`config.mk`:
```
export PLATFORM = sky130hd
export DESIGN_NAME = eth_tx_sched
export DESIGN_NICKNAME = d
export VERILOG_FILES = /design/src/rtl/eth_tx_sched.sv
export SDC_FILE = /design/constraint.sdc
export NUM_CORES = 1
export LEC_CHECK = 0
export BUFFER_PORTS_ARGS = -buffer_cell sky130_fd_sc_hd__clkbuf_2
export CORE_MARGIN = 1
export CORE_UTILIZATION = 50
export CTS_CLUSTER_SIZE = 20
export DETAILED_ROUTE_END_ITERATION = 10
export GPL_TIMING_DRIVEN = 0
export PLACE_DENSITY = 0.74
export SLEW_MARGIN = 30
export SYNTH_ARGS = -nofsm -noshare
export SYNTH_HDL_FRONTEND = slang
export SYNTH_SLANG_ARGS = --single-unit
export TNS_END_PERCENT = 30
```
`constraint.sdc`:
```
create_clock -name Clk -period 2.3 [get_ports Clk]
set_input_delay 0.23 -clock Clk [delete_from_list [all_inputs] [get_ports Clk]]
set_output_delay 0.23 -clock Clk [all_outputs]
set_load 0.05 [all_outputs]
```
`src/rtl/eth_tx_sched.sv`:
```
// Round-robin transmit frame scheduler for the shared RMII transmit path.
// Sequences preamble through IFG and drives the datapath mux, FIFO read strobe and CRC enable.
module eth_tx_sched #(
    parameter int pMIN_PAYLOAD = 46,
    parameter int pMAX_PAYLOAD = 1500,
    parameter int pIFG_CYC     = 48
) (
    input  logic        Clk,
    input  logic        Rst,
    input  logic        Eth_En,
    input  logic [1:0]  Req,
    input  logic [10:0] Req_Len0,
    input  logic [10:0] Req_Len1,
    output logic [1:0]  Grant,
    output logic [3:0]  Tx_Ctrl_FSM_State,
    output logic        Tx_En,
    output logic        Fifo_Rd,
    output logic        Crc_En,
    output logic        Frame_Done,
    output logic        Len_Err
);

    typedef enum logic [3:0] {
        IDLE      = 4'd0,
        PREAMBLE  = 4'd1,
        SFD       = 4'd2,
        DEST_ADDR = 4'd3,
        SRC_ADDR  = 4'd4,
        LEN_TYPE  = 4'd5,
        DATA      = 4'd6,
        PAD       = 4'd7,
        FCS       = 4'd8,
        IFG       = 4'd9
    } stateT;

    stateT       state;
    logic [12:0] cnt;
    logic [10:0] lenReg;
    logic        lastGrant;
    logic        winner;
    logic [10:0] winLen;
    logic        lenOk;
    logic        needPad;

    // Single requester wins outright; on contention the one not served last wins.
    always_comb begin
        winner = 1'b0;
        if (Req == 2'b10) begin
            winner = 1'b1;
        end else if (Req == 2'b11) begin
            winner = ~lastGrant;
        end
    end

    assign winLen  = winner ? Req_Len1 : Req_Len0;
    assign lenOk   = (winLen != 11'd0) && (winLen <= 11'(pMAX_PAYLOAD));
    assign needPad = lenReg < 11'(pMIN_PAYLOAD);

    // The counter holds (remaining cycles - 1) of the current state; a state ends when it hits zero.
    always_ff @(posedge Clk) begin
        if (Rst) begin
            state     <= IDLE;
            cnt       <= '0;
            lenReg    <= '0;
            lastGrant <= 1'b1;
            Grant     <= 2'b00;
            Len_Err   <= 1'b0;
        end else begin
            Len_Err <= 1'b0;
            if (cnt != 13'd0) begin
                cnt <= cnt - 13'd1;
            end
            case (state)
                IDLE: begin
                    if (Eth_En && (Req != 2'b00)) begin
                        lastGrant <= winner;
                        lenReg    <= winLen;
                        if (lenOk) begin
                            Grant <= winner ? 2'b10 : 2'b01;
                            state <= PREAMBLE;
                            cnt   <= 13'd27;
                        end else begin
                            Len_Err <= 1'b1;
                        end
                    end
                end
                PREAMBLE: if (cnt == 13'd0) begin state <= SFD;       cnt <= 13'd3;  end
                SFD:      if (cnt == 13'd0) begin state <= DEST_ADDR; cnt <= 13'd23; end
                DEST_ADDR:if (cnt == 13'd0) begin state <= SRC_ADDR;  cnt <= 13'd23; end
                SRC_ADDR: if (cnt == 13'd0) begin state <= LEN_TYPE;  cnt <= 13'd7;  end
                LEN_TYPE: begin
                    if (cnt == 13'd0) begin
                        state <= DATA;
                        cnt   <= {lenReg, 2'b00} - 13'd1;
                    end
                end
                DATA: begin
                    if (cnt == 13'd0) begin
                        if (needPad) begin
                            state <= PAD;
                            cnt   <= 13'(4 * pMIN_PAYLOAD) - {lenReg, 2'b00} - 13'd1;
                        end else begin
                            state <= FCS;
                            cnt   <= 13'd15;
                        end
                    end
                end
                PAD:      if (cnt == 13'd0) begin state <= FCS; cnt <= 13'd15; end
                FCS: begin
                    if (cnt == 13'd0) begin
                        state <= IFG;
                        cnt   <= 13'(pIFG_CYC - 1);
                        Grant <= 2'b00;
                    end
                end
                IFG:      if (cnt == 13'd0) state <= IDLE;
                default: begin
                    state <= IDLE;
                    cnt   <= '0;
                    Grant <= 2'b00;
                end
            endcase
        end
    end

    assign Tx_Ctrl_FSM_State = state;
    assign Tx_En      = (state >= PREAMBLE) && (state <= FCS);
    assign Crc_En     = (state >= DEST_ADDR) && (state <= PAD);
    // Strobe lands on the last dibit of each byte so the next byte is ready one cycle ahead.
    assign Fifo_Rd    = ((state == LEN_TYPE) && (cnt == 13'd0)) ||
                        ((state == DATA) && (cnt[1:0] == 2'b00) && (cnt != 13'd0));
    assign Frame_Done = (state == FCS) && (cnt == 13'd0);

endmodule

```
==> out/qor.txt <==
EDFF count, synth -> 0
Min cycle time layout -> 2.292 ns
Crit-path max FO -> 10
Yosys top cell area share -> 0.2566
Worst hold start -> Req_Len0[1]
Clock sink count -> 32
Core Footprint -> 4755 um2
P_sw -> 1.790 mW
Initial Util -> 0.5250
Data arrival, critical path -> 2.06 ns
Number of global-route vias before repair -> 2,511
Grt ovf -> 0
Register area share after synthesis -> 0.2566
Gate power share -> 0.635
Fin nets -> 429
Largest net degree at the start of global routing -> 11
Sequential Power Share -> 0.245
Area Overhead vs Synth -> 20.70%
# DRC -> 0
Initial antenna violation count -> 0
Worst path cell trace -> or4_4, nor4_4, buf_6, nand2_1, a21oi_2, buf_8
Critical setup path kind -> reg2out
CP Launch Type -> flop
Cts bufs inserted -> 5
Yosys cell types -> 60
Async set-reset flop share out of synthesis -> 0
Syn_nets -> 379
DR vias -> 2,835
Top Family by Delay on Critical Path -> simple AND/OR/NAND/NOR gates
Max VDD drop -> 500.7 uV
Yosys top cell by area -> dfxtp_1
TritonCTS clock tree -> built
Post-synthesis cell count -> 344
Chip width -> 72.66 um
DP Wirelength -> 5542 um
Placed cell count -> 448
R2R Path Start -> cnt[8]
Primary FF master, synth -> dfxtp_1
WHS -> 0.1950 ns
CTS max path bufs -> 2
Worst Path Required -> 2.07 ns
Vias per Instance -> 6.136
Avg Inst Size Synth -> 7.256 um2
GRT Total Usage -> 0.2946
I/O pin total -> 38
Sw frac -> 0.4744
Fill cell count -> 434
Cts hold-fix bufs -> 0
CP bufs+invs -> 2
Register Area -> 648.1 um2
Clk pwr share -> 0.120
Crit path capture type -> primary output
Final Max Tran Viols -> 0
Final antenna-violating net count -> 0
Worst hold path cell count -> 3
Row count -> 25
Leakage power -> 1.140 nW
Final Skew -> 0.006342 ns
# setup viols final -> 0
Die Y-Extent -> 72.66 um
Worst R2R Path Depth -> 9
Final cycle utilization of the critical path -> 0.9966
Die area -> 5279 um2
R2R Path End -> cnt[0]
Layout Cells excl Fill -> 462
Multi-input logic area -> 1822 um2
Mapped cell area -> 2496 um2
Outcome -> completed
RePlAce Congestion -> 0.9983
Top cells by instance count after synthesis -> 47 x nand2_1, 32 x dfxtp_1, 32 x nor2_1, 27 x a21oi_1
CP max stage cell -> or4_4
P_int -> 1.984 mW
Root Buffer -> clkbuf_8
Worst Max-Slew Pin Slew -> 0.7356 ns
HP Class -> in2reg
Clk pin slew, worst setup/hold paths -> 0.07 ns
Synth top area cells -> dfxtp_1 26%, nand2_1 7.1%, a21oi_1 5.4%, nor2_1 4.8%, ha_1 4.0%
Diode count -> 0
Hold Path Sink -> lenReg[1]
Worst-Skew Late Latency -> 0.29 ns
Hold Vio Cnt, Final -> 0
Seq cells post-synth -> 32
Achievable clock frequency -> 0.4363 GHz
Synth Warn # -> 0
Routed WL -> 7410 um
Count leader, synth -> nand2_1
Pwr Total -> 3.774 mW
Share of layout cells above drive strength 1 -> 0.2152
Max stage delay on crit path -> 0.58 ns
Pwr/cell area -> 1253 nW/um2
First-pass GRT wire length -> 11,920 um
DR WL/cell -> 16.04 um
Unrepaired setup endpoints after global routing -> yes
Rel. slew slack -> 0.5032
Depth of the CTS H-tree -> 2
Detailed Route Iter0 Violations -> 249
Max-cap viol count -> 0
R2R Setup Slk -> 0.02 ns
Util after Layout -> 0.6337
Router iterations before antenna repair -> 5
Port Buffer Count -> 37
how the worst max path moves through the flow:
stage | start | to | slack (ns) | depth (start not counted)
finish | cnt[8] | Fifo_Rd | 0.008 | 6
floorplan | cnt[5] | cnt[0] | 0.03 | 9
global route | cnt[8] | cnt[0] | -0.14 | 9
detailed placement | cnt[5] | cnt[0] | -0.27 | 9
CTS | cnt[8] | Fifo_Rd | -0.004 | 6
global placement | cnt[5] | cnt[0] | -0.25 | 9
tightest hold or removal path, delay by kind of cell:
kind,cells,cell delay (ns)
AOI/OAI and AO/OA,1,0.08
buffers and inverters,1,0.09
and+or+nand+nor,1,0.05
timing repair:
action                                  4_1_cts  5_1_grt
buffers inserted                              4        2
pin swaps                                     2        2
endpoints found under the setup margin       11       17
hold endpoints to repair                      0        0
resized for setup                            19       17
metal layers:
layer / up-vias / GRT usage / wire length [um]
met1: 1289 / 0.3640 / 3159
met5: - / 0 / 0
met2: 137 / 0.5078 / 3470
met4: 0 / 0.07625 / 133
met3: 15 / 0.07735 / 646
li1: 1394 / - / -
metrics by stage:
step / instance area (um2) / setup slack [ns] / setup TNS, ns
floorplan: 2500 / 0.02742 / 0
global placement: 2769 / -0.2538 / -0.6175
detailed placement: 2769 / -0.2667 / -0.7123
CTS: 2967 / -0.003940 / -0.003940
global route: 3013 / -0.1437 / -0.2929
finish: 3013 / 0.007926 / 0
sequential cells by signal, summed over array words and instances, names as in the netlist:
name and cells:
lenReg 11, Tx_Ctrl_FSM_State 4, lastGrant 1, cnt 13
Grant 2, Len_Err 1
power groups by stage:
stage | sequential (mW) | clock [mW] | combinational [mW]
after CTS | 0.920 | 0.459 | 2.31
after detailed placement | 0.922 | 0 | 2.12
final | 0.925 | 0.453 | 2.40
after floorplan | 0.943 | 0 | 1.63
after global placement | 0.916 | 0 | 2.11
after global routing | 0.949 | 0.488 | 2.63
logic make-up (layout without fill, tap and decap cells):
logic type	Yosys count	after routing	synth area share
AND/OR/NAND/NOR	153	153	0.3093
AO/OA/AOI/OAI	112	112	0.3073
XOR/XNOR	8	8	0.02807
buffers and inverters	27	78	0.04210
flip-flops	32	32	0.2566
adder cells (fa/ha/maj)	8	8	0.04010
multiplexers	4	4	0.01654
cell usage in the layout, fill, tap and decap left out, drive strengths merged, types with 5 or more instances in the layout:
master	n
nor2	32
dfxtp	32
nor2b	8
ha	8
xnor2	7
o211ai	6
a311oi	11
buf	8
or2	5
or3	6
a31oi	5
nor3	16
nand2	47
clkbuf	60
o22ai	9
inv	9
nand3	8
o21ai	19
nor4	8
a21oi	27
nand2b	6
final cells by class:
| cell class | count | share of cell area |
|---|---|---|
| Timing Repair Buffer | 43 | 0.08056 |
| Inverter | 9 | 0.01121 |
| Multi-Input combinational cell | 285 | 0.6047 |
| Clock buffer | 7 | 0.02865 |
| Buffer | 18 | 0.02949 |
| Tap cell | 67 | 0.02782 |
| Sequential cell | 32 | 0.2151 |
| Clock inverter | 1 | 0.002492 |
No activity file was read; power rests on OpenSTA's default activity.
